## src/rtl/spi_rx_pkg.sv

```systemverilog
// Shared definitions for the SPI receive path: receiver state codes,
// the dc flag encodings and the bit positions of the CPU read word.
// The TX driver and the CPU-side decode import the same names.
package spi_rx_pkg;

  typedef enum logic [1:0] {
    RX_IDLE  = 2'd0,
    RX_SHIFT = 2'd1,
    RX_PUSH  = 2'd2
  } rx_state_t;

  localparam logic SPI_DATA = 1'b0;
  localparam logic SPI_CMD  = 1'b1;

  localparam int RX_VALID_BIT = 10;
  localparam int RX_OVR_BIT   = 11;
  localparam int RX_FERR_BIT  = 12;

endpackage

```

## src/rtl/spi_rx_fifo.sv

```systemverilog
// Small first-word-fall-through receive FIFO used by spi_rx when the
// SPI_RX_FIFO_EN build option is defined. The caller only asserts push
// when there is room (after any same-cycle pop) and pop when not empty.
module spi_rx_fifo #(
  parameter int WIDTH = 9,
  parameter int DEPTH = 4
) (
  input  logic             clk,
  input  logic             reset,
  input  logic             push,
  input  logic             pop,
  input  logic [WIDTH-1:0] din,
  output logic [WIDTH-1:0] dout,
  output logic             empty,
  output logic             full
);

  localparam int PTR_W = (DEPTH > 1) ? $clog2(DEPTH) : 1;
  localparam logic [PTR_W-1:0] PTR_ONE = PTR_W'(1);
  localparam logic [PTR_W:0]   CNT_ONE = (PTR_W + 1)'(1);
  localparam logic [PTR_W:0]   CNT_MAX = (PTR_W + 1)'(DEPTH);

  logic [WIDTH-1:0] mem [DEPTH];
  logic [PTR_W-1:0] wr_ptr;
  logic [PTR_W-1:0] rd_ptr;
  logic [PTR_W:0]   count;

  // Storage, pointers and occupancy; memory is cleared so dout reads 0 after reset.
  always_ff @(posedge clk) begin
    if (reset) begin
      wr_ptr <= '0;
      rd_ptr <= '0;
      count  <= '0;
      for (int i = 0; i < DEPTH; i++) begin
        mem[i] <= '0;
      end
    end else begin
      if (push) begin
        mem[wr_ptr] <= din;
        wr_ptr      <= wr_ptr + PTR_ONE;
      end
      if (pop) begin
        rd_ptr <= rd_ptr + PTR_ONE;
      end
      case ({push, pop})
        2'b10:   count <= count + CNT_ONE;
        2'b01:   count <= count - CNT_ONE;
        default: count <= count;
      endcase
    end
  end

  assign dout  = mem[rd_ptr];
  assign empty = (count == '0);
  assign full  = (count == CNT_MAX);

endmodule

```

## src/rtl/spi_rx.sv

```systemverilog
// SPI slave receiver: synchronizes sck/sdi/cs_/dc, deserializes MSB-first
// frames and buffers {dc, byte} words for a memory-mapped CPU read port.
// Build option SPI_RX_FIFO_EN: when defined the buffer is a FIFO_DEPTH-entry
// FIFO (spi_rx_fifo); otherwise it is a single holding register.
module spi_rx
  import spi_rx_pkg::*;
#(
  parameter int DATA_W      = 8,
  parameter int SYNC_STAGES = 2,
  parameter int FIFO_DEPTH  = 4
) (
  input  logic            clk,
  input  logic            reset,
  input  logic            sck,
  input  logic            sdi,
  input  logic            cs_,
  input  logic            dc,
  input  logic            rd,
  input  logic            clr,
  output logic [DATA_W:0] dout,
  output logic            valid,
  output logic            ovr,
  output logic            ferr,
  output logic [31:0]     rdata
);

  localparam int CNT_W = $clog2(DATA_W) + 1;
  localparam logic [CNT_W-1:0] CNT_ONE  = CNT_W'(1);
  localparam logic [CNT_W-1:0] CNT_LAST = CNT_W'(DATA_W - 1);

  logic [SYNC_STAGES-1:0] sck_sync;
  logic [SYNC_STAGES-1:0] sdi_sync;
  logic [SYNC_STAGES-1:0] cs_sync;
  logic [SYNC_STAGES-1:0] dc_sync;
  logic sck_s, sdi_s, cs_s, dc_s, sck_d, rise;

  rx_state_t         state;
  logic [CNT_W-1:0]  cnt;
  logic [DATA_W-1:0] shreg;
  logic              dc_lat;
  logic              push;
  logic              pop;
  logic [DATA_W:0]   push_data;

  // Synchronizers for the asynchronous pins; reset loads the idle bus levels.
  always_ff @(posedge clk) begin
    if (reset) begin
      sck_sync <= '1;
      cs_sync  <= '1;
      sdi_sync <= '0;
      dc_sync  <= '0;
      sck_d    <= 1'b1;
    end else begin
      sck_sync <= {sck_sync[SYNC_STAGES-2:0], sck};
      cs_sync  <= {cs_sync[SYNC_STAGES-2:0], cs_};
      sdi_sync <= {sdi_sync[SYNC_STAGES-2:0], sdi};
      dc_sync  <= {dc_sync[SYNC_STAGES-2:0], dc};
      sck_d    <= sck_s;
    end
  end

  assign sck_s = sck_sync[SYNC_STAGES-1];
  assign cs_s  = cs_sync[SYNC_STAGES-1];
  assign sdi_s = sdi_sync[SYNC_STAGES-1];
  assign dc_s  = dc_sync[SYNC_STAGES-1];
  assign rise  = sck_s & ~sck_d;

  // Frame FSM: shift on sck rises, hand a full frame to the buffer, flag frames cut short by cs_.
  always_ff @(posedge clk) begin
    if (reset) begin
      state  <= RX_IDLE;
      cnt    <= '0;
      shreg  <= '0;
      dc_lat <= 1'b0;
      ferr   <= 1'b0;
    end else begin
      if (clr) begin
        ferr <= 1'b0;
      end
      case (state)
        RX_IDLE: begin
          cnt <= '0;
          if (!cs_s) begin
            state <= RX_SHIFT;
          end
        end
        RX_SHIFT: begin
          if (cs_s) begin
            if (cnt != '0) begin
              ferr <= 1'b1;
            end
            cnt   <= '0;
            state <= RX_IDLE;
          end else if (rise) begin
            shreg <= {shreg[DATA_W-2:0], sdi_s};
            cnt   <= cnt + CNT_ONE;
            if (cnt == CNT_LAST) begin
              dc_lat <= dc_s;
              state  <= RX_PUSH;
            end
          end
        end
        RX_PUSH: begin
          cnt   <= '0;
          state <= cs_s ? RX_IDLE : RX_SHIFT;
        end
        default: begin
          cnt   <= '0;
          state <= RX_IDLE;
        end
      endcase
    end
  end

  assign push      = (state == RX_PUSH);
  assign push_data = {dc_lat, shreg};
  assign pop       = rd & valid;

`ifdef SPI_RX_FIFO_EN
  logic fifo_empty;
  logic fifo_full;
  logic fifo_push;

  assign fifo_push = push & (~fifo_full | pop);

  spi_rx_fifo #(
    .WIDTH(DATA_W + 1),
    .DEPTH(FIFO_DEPTH)
  ) u_fifo (
    .clk   (clk),
    .reset (reset),
    .push  (fifo_push),
    .pop   (pop),
    .din   (push_data),
    .dout  (dout),
    .empty (fifo_empty),
    .full  (fifo_full)
  );

  assign valid = ~fifo_empty;

  // Overrun flag: a push that still finds the FIFO full after any same-cycle pop.
  always_ff @(posedge clk) begin
    if (reset) begin
      ovr <= 1'b0;
    end else if (push && fifo_full && !pop) begin
      ovr <= 1'b1;
    end else if (clr) begin
      ovr <= 1'b0;
    end
  end
`else
  logic [DATA_W:0] hold_q;
  logic            hold_valid;

  // Single holding register: a same-cycle pop frees it for the push, otherwise a push while full overruns.
  always_ff @(posedge clk) begin
    if (reset) begin
      hold_q     <= '0;
      hold_valid <= 1'b0;
      ovr        <= 1'b0;
    end else begin
      if (clr) begin
        ovr <= 1'b0;
      end
      if (push) begin
        if (hold_valid && !pop) begin
          ovr <= 1'b1;
        end else begin
          hold_q     <= push_data;
          hold_valid <= 1'b1;
        end
      end else if (pop) begin
        hold_valid <= 1'b0;
      end
    end
  end

  assign dout  = hold_q;
  assign valid = hold_valid;
`endif

  // CPU read word: status bits above the {dc, byte} data field.
  always_comb begin
    rdata               = '0;
    rdata[DATA_W:0]     = dout;
    rdata[RX_VALID_BIT] = valid;
    rdata[RX_OVR_BIT]   = ovr;
    rdata[RX_FERR_BIT]  = ferr;
  end

endmodule

```

## config.mk

```make
export PLATFORM = sky130hd
export DESIGN_NAME = spi_rx
export DESIGN_NICKNAME = d
export VERILOG_FILES = /design/src/rtl/spi_rx_pkg.sv /design/src/rtl/spi_rx_fifo.sv /design/src/rtl/spi_rx.sv
export SDC_FILE = /design/constraint.sdc
export NUM_CORES = 1
export LEC_CHECK = 0
export ABC_AREA = 1
export BUFFER_PORTS_ARGS = -buffer_cell sky130_fd_sc_hd__buf_2
export CORE_MARGIN = 2
export CORE_UTILIZATION = 43
export DETAILED_ROUTE_END_ITERATION = 8
export MAX_ROUTING_LAYER = met4
export PLACE_DENSITY = 0.67
export SYNTH_ARGS = -nofsm -noshare
export SYNTH_HDL_FRONTEND = slang
export SYNTH_SLANG_ARGS = --single-unit
```

## constraint.sdc

```tcl
create_clock -name clk -period 3.5 [get_ports clk]
set_clock_uncertainty 0.15 [all_clocks]
set_input_delay 0.875 -clock clk [delete_from_list [all_inputs] [get_ports clk]]
set_output_delay 0.875 -clock clk [all_outputs]
set_load 0.01 [all_outputs]
```

==> reports/results.txt, run 1 <==
Number of global-route vias before repair: 968
Final WS setup: 1.70 ns
Synth cell types: 18
Pwr per Cell Area: 479 nW/um2
Outcome: complete, no violations
Die ar.: 4240 um2
DR vias: 1,178
CP startpoint kind: flip-flop
DRC Markers: 0
Post-CTS setup buffers: 0
CTS root buf: clkbuf_8
Final wirelength: 2280 um
Largest cells by area after synthesis: dfxtp_1 (45%), buf_4 (15%), nor2_1 (11%)
Most frequent cells in the layout: nor2_1 (48), dfxtp_1 (36), nand2_1 (35)
Die H: 65.1 um
Area grow syn2layout: 9.04%
Final Hold Fails: 0
Largest net degree at the start of global routing: 21
Syn avg cell area: 7.36 um2
Post-CTS Resized: 0
Sequential area share after synthesis: 44.9%
Max Freq: 0.555 GHz
Final Wtd Congestion: 0.840
Buffers added on ports: 31
Clk slew on worst S/H paths: 0.07 ns
Max VDD drop: 0.237 mV
Stages on the worst setup path: 1
Simple-gate share of the synthesized area: 24.9%
Pre-Repair DR Iteration Count: 4
Cell row count: 22
Bufs on Longest Clock Path: 2
Detailed Place HPWL: 1680 um
Largest area contributor in the netlist: dfxtp_1
Fin nets: 248
CP endpoint kind: output pin
Reg2reg start: state[0]
Buf+Inv Stages, Crit Path: 1
FF-to-FF path depth: 5
Violation count after the first detailed-route iteration: 18
RSZ-0062 raised after global routing: no
Worst-path cell chain: buf_2
Average wire per standard cell: 7.94 um
R2R Setup Slk: 2.03 ns
# hold bufs at CTS: 0
Commonest non-fill, non-tap cell in the layout: nor2_1
CTS tree: yes
Storage cell area: 721 um2
Main combinational cell family by area after synthesis: simple AND/OR/NAND/NOR gates
Synth Register Bits: 36
Crit path kind: reg2out
Slew Limit Fails: 0
# setup viols final: 0
Largest fanout on the critical path: 3
Final period util: 51.5%
FILL cells: 374
Initial antenna violation count: 0
Post-Synth Adder-Cell Area: 1.56%
Antenna Cells: 0
H-tree levels: 2
Compound-Gate Fraction of Synth Area: 4.99%
Starting density of the core: 44.2%
CP max stage cell: dfxtp_1
Minimum clock period: 1.80 ns
Worst reg2reg endpoint: dout[8]
Worst Setup EP: rdata[5]
HP Class: reg2reg
Multi-input logic area: 579 um2
Global route total overflow: 0
YS warnings: 0
Final TNS setup: 0 ns
Top-area cell type share of the netlist area: 44.9%
Detail Route Antenna Nets: 0
Syn Inst Count: 218
Layout cells sized above 1: 18.8%
Leakage: 0.866 nW
Crit path from: dout[5]
CTS Buf Count: 5
GRT Util Overall: 12.7%
Clk_lat worst skew: 0.29 ns
XOR/XNOR share of the synthesized area: 0%
Core Box Area: 3630 um2
Crit path DAT: 0.78 ns
First-pass GRT wire length: 3900 um
Die W: 65.1 um
Setup WS pre-CTS: 1.37 ns
Worst path max stage delay: 0.35 ns
Synth Cell Area: 1610 um2
Top Ports: 52
CP top delay family: flip-flops
Critical Path RT: 2.47 ns
Max_cap viols: 0
Post-synthesis mux area share: 0%
Vias/cell: 4.10
CTS sink cnt: 36
state kept, by name, summed over array words and instances (netlist names):
signal    flops
cnt           4
cs_sync       2
dc_lat        1
dc_sync       2
dout          9
ferr          1
ovr           1
sck_d         1
sck_sync      2
sdi_sync      2
shreg         8
state         2
valid         1
per-stage QoR:
stage          util (%)  power [mW]  hold slack [ns]  cell area [um2]  std cells
2_1_floorplan         -       0.466            0.238             1680        237
3_3_place_gp       44.7       0.455            0.240             1620        279
3_5_place_dp       44.7       0.455            0.243             1620        279
4_1_cts            48.2       0.851            0.253             1750        287
5_1_grt            48.2       0.874            0.268             1750        287
6_report           48.2       0.839            0.247             1750        287
worst min path at each step:
stage	start	to	slack [ns]	depth (start not counted)
floorplan	dc_sync[0]	dc_sync[1]	0.24	2
global placement	sdi_sync[0]	sdi_sync[1]	0.24	2
detailed placement	cs_sync[0]	cs_sync[1]	0.24	1
CTS	dc_sync[0]	dc_sync[1]	0.25	2
global route	dc_sync[0]	dc_sync[1]	0.27	2
finish	dc_sync[0]	dc_sync[1]	0.25	2
routing by layer:
layer / vias up / share of wire, % / GRT usage, %
li1: 636 / - / -
met1: 495 / 46 / 13.9
met2: 41 / 44 / 19.3
met3: 6 / 7.4 / 4.62
met4: 0 / 3.1 / 8.59
met5: - / 0 / -
where the power goes:
group,leakage [nW],switching [mW],internal (mW),total (mW)
logic,0.510,0.0215,0.00810,0.0296
registers,0.292,0.00177,0.414,0.416
clock network,0.0645,0.142,0.251,0.393
total,0.866,0.165,0.674,0.839
kinds of logic after synthesis:
| family | count (synthesis) |
|---|---|
| simple gates | 97 |
| buf+inv | 66 |
| flops | 36 |
| compound gates | 16 |
| fa+ha+maj | 2 |
| other cells | 1 |
area by class of cell:
class / count / area share, %
flip-flops and latches: 36 / 41.2
multi-input cells: 135 / 33.1
repair buffers: 31 / 8.86
inverters: 29 / 6.22
clock buffers: 7 / 5.50
well taps: 48 / 3.43
clock inverters: 1 / 1.72
synth_stat cells:
cell and number:
a21oi_1 6, and3_1 1, buf_4 32, buf_6 1
clkbuf_1 3, clkbuf_2 1, clkinv_1 1, conb_1 1
dfxtp_1 36, ha_1 2, inv_1 28, nand2_1 35
nand3_1 7, nand3_2 1, nor2_1 48, nor2_4 1
o21ai_0 10, or2_2 4
No activity file was read; power rests on OpenSTA's default activity.
==> inputs of run 2 (changes only) <==
--- a/config.mk
+++ b/config.mk
@@ -11,7 +11,7 @@
 export CORE_UTILIZATION = 43
 export DETAILED_ROUTE_END_ITERATION = 8
 export MAX_ROUTING_LAYER = met4
-export PLACE_DENSITY = 0.67
+export PLACE_DENSITY = 0.7
 export SYNTH_ARGS = -nofsm -noshare
 export SYNTH_HDL_FRONTEND = slang
 export SYNTH_SLANG_ARGS = --single-unit
==> constraint.sdc (replaced) <==
create_clock -name clk -period 1.55 [get_ports clk]
set_clock_uncertainty 0.15 [all_clocks]
set_input_delay 0.3875 -clock clk [delete_from_list [all_inputs] [get_ports clk]]
set_output_delay 0.3875 -clock clk [all_outputs]
set_load 0.01 [all_outputs]
==> reports/results.txt, run 2 (synthesized netlist as in run 1, its figures left out) <==
Max_cap viols: 0 (unchanged)
HP Class: in2reg
Initial antenna violation count: 0 (unchanged)
CP top delay family: flip-flops
FILL cells: 395 (+5.6%)
GRT Util Overall: 13.7% (+1.0 points)
CP max stage cell: dfxtp_1
Largest net degree at the start of global routing: 20 (-4.8%)
RSZ-0062 raised after global routing: no
CTS sink cnt: 36 (unchanged)
Minimum clock period: 1.34 ns
Die W: 65.1 um (unchanged)
Area grow syn2layout: 9.27%
Bufs on Longest Clock Path: 2 (unchanged)
Fin nets: 251 (+1.2%)
Final TNS setup: 0 ns (unchanged)
# setup viols final: 0 (unchanged)
Clk slew on worst S/H paths: 0.07 ns (about the same)
Commonest non-fill, non-tap cell in the layout: nor2_1
Number of global-route vias before repair: 990 (+2.3%)
Post-CTS Resized: 0 (unchanged)
Crit path DAT: 0.81 ns (+0.03 ns)
First-pass GRT wire length: 4130 um (+6.0%)
Worst-path cell chain: buf_2
Violation count after the first detailed-route iteration: 27 (+9)
Final Wtd Congestion: 0.794 (-5.6%)
Vias/cell: 4.13 (+0.56%)
Pwr per Cell Area: 1030 nW/um2 (+110%)
DR vias: 1,197 (+1.6%)
Die H: 65.1 um (unchanged)
Die ar.: 4240 um2 (unchanged)
Critical Path RT: 1.01 ns (-1.46 ns)
Average wire per standard cell: 8.37 um (+5.4%)
Largest fanout on the critical path: 3 (unchanged)
Largest register FFs: 9 (unchanged)
CTS tree: yes
Finished Layout Cells: 290 (+1.0%)
Post-CTS setup buffers: 0 (unchanged)
Core Box Area: 3630 um2 (unchanged)
DRC Markers: 0 (unchanged)
Global route total overflow: 0 (unchanged)
# hold bufs at CTS: 0 (unchanged)
CTS root buf: clkbuf_8
Slew Limit Fails: 0 (unchanged)
Dpl cells: 282 (+1.1%)
Antenna Cells: 0 (unchanged)
Detailed Place HPWL: 1710 um (+1.8%)
Worst path max stage delay: 0.37 ns (+0.02 ns)
Final Hold Fails: 0 (unchanged)
Most frequent cells in the layout: nor2_1 (48), dfxtp_1 (36), nand2_1 (35)
Buffers added on ports: 31 (unchanged)
CP startpoint kind: flip-flop
Final period util: 86.6%
Clk_lat worst skew: 0.29 ns (about the same)
Max VDD drop: 0.609 mV (+160%)
Outcome: complete, no violations
CP endpoint kind: output pin
Detail Route Antenna Nets: 0 (unchanged)
Leakage: 0.871 nW (+0.52%)
Layout cells sized above 1: 19.4% (+0.59 points)
Final wirelength: 2430 um (+6.5%)
Crit path kind: reg2out
H-tree levels: 2 (unchanged)
Starting density of the core: 44.2% (unchanged)
CTS Buf Count: 5 (unchanged)
Buf+Inv Stages, Crit Path: 1 (unchanged)
Max Freq: 0.745 GHz
Top Ports: 52 (unchanged)
Pre-Repair DR Iteration Count: 4 (unchanged)
Cell row count: 22 (unchanged)
==> run 2: changes by cell type in the layout (fill, tap and decap cells not counted), sizes merged <==
cell / delta
buf: +3
clkbuf: -1
clkinv: +1
==> run 2: power breakdown <==
part	switching (mW)	total [mW]	internal [mW]	leakage, nW
Combinational	0.0497	0.0714	0.0217	0.524
Clock	0.317	0.794	0.477	0.0552
Sequential	0.00387	0.940	0.936	0.292
Total	0.371	1.81	1.43	0.871
==> run 2: worst paths after layout <==
kind / startpoint / to / slack, ns / depth (start not counted)
setup / recovery: valid / valid / 0.21 / 1
hold reg to reg: dc_sync[0] / dc_sync[1] / 0.25 / 2
hold / removal: cs_ / cs_sync[0] / 0.13 / 2
setup reg to reg: state[1] / dout[3] / 0.26 / 6
==> run 2: through the flow <==
stage / power (mW) / hold WS [ns] / area (um2) / utilization, % / setup WS (ns)
final: 1.81 / 0.135 / 1750 / 48.3 / 0.207
after global routing: 1.91 / 0.119 / 1750 / 48.3 / 0.0793
after CTS: 1.83 / 0.125 / 1750 / 48.3 / 0.188
after detailed placement: 1.03 / 0.243 / 1650 / 45.3 / 0.123
after global placement: 1.03 / 0.239 / 1650 / 45.3 / 0.154
after floorplan: 1.05 / 0.238 / 1680 / - / 0.396
==> run 2: layer usage <==
layer / share of wire [%] / global-route usage, %
met2: 45 / 22.4
met5: 0 / -
met4: 3.2 / 9.38
met3: 7.0 / 5.14
met1: 44 / 13.6
==> run 2: cell type report <==
class | count | area, um2 | share of cell area (%)
Inverter | 29 | 109 | 6.21
Clock inverter | 2 | 35.0 | 2.00
Timing Repair Buffer | 34 | 178 | 10.1
Tap cell | 48 | 60.1 | 3.42
Sequential cell | 36 | 721 | 41.1
Clock buffer | 6 | 72.6 | 4.14
Multi-Input combinational cell | 135 | 579 | 33.0
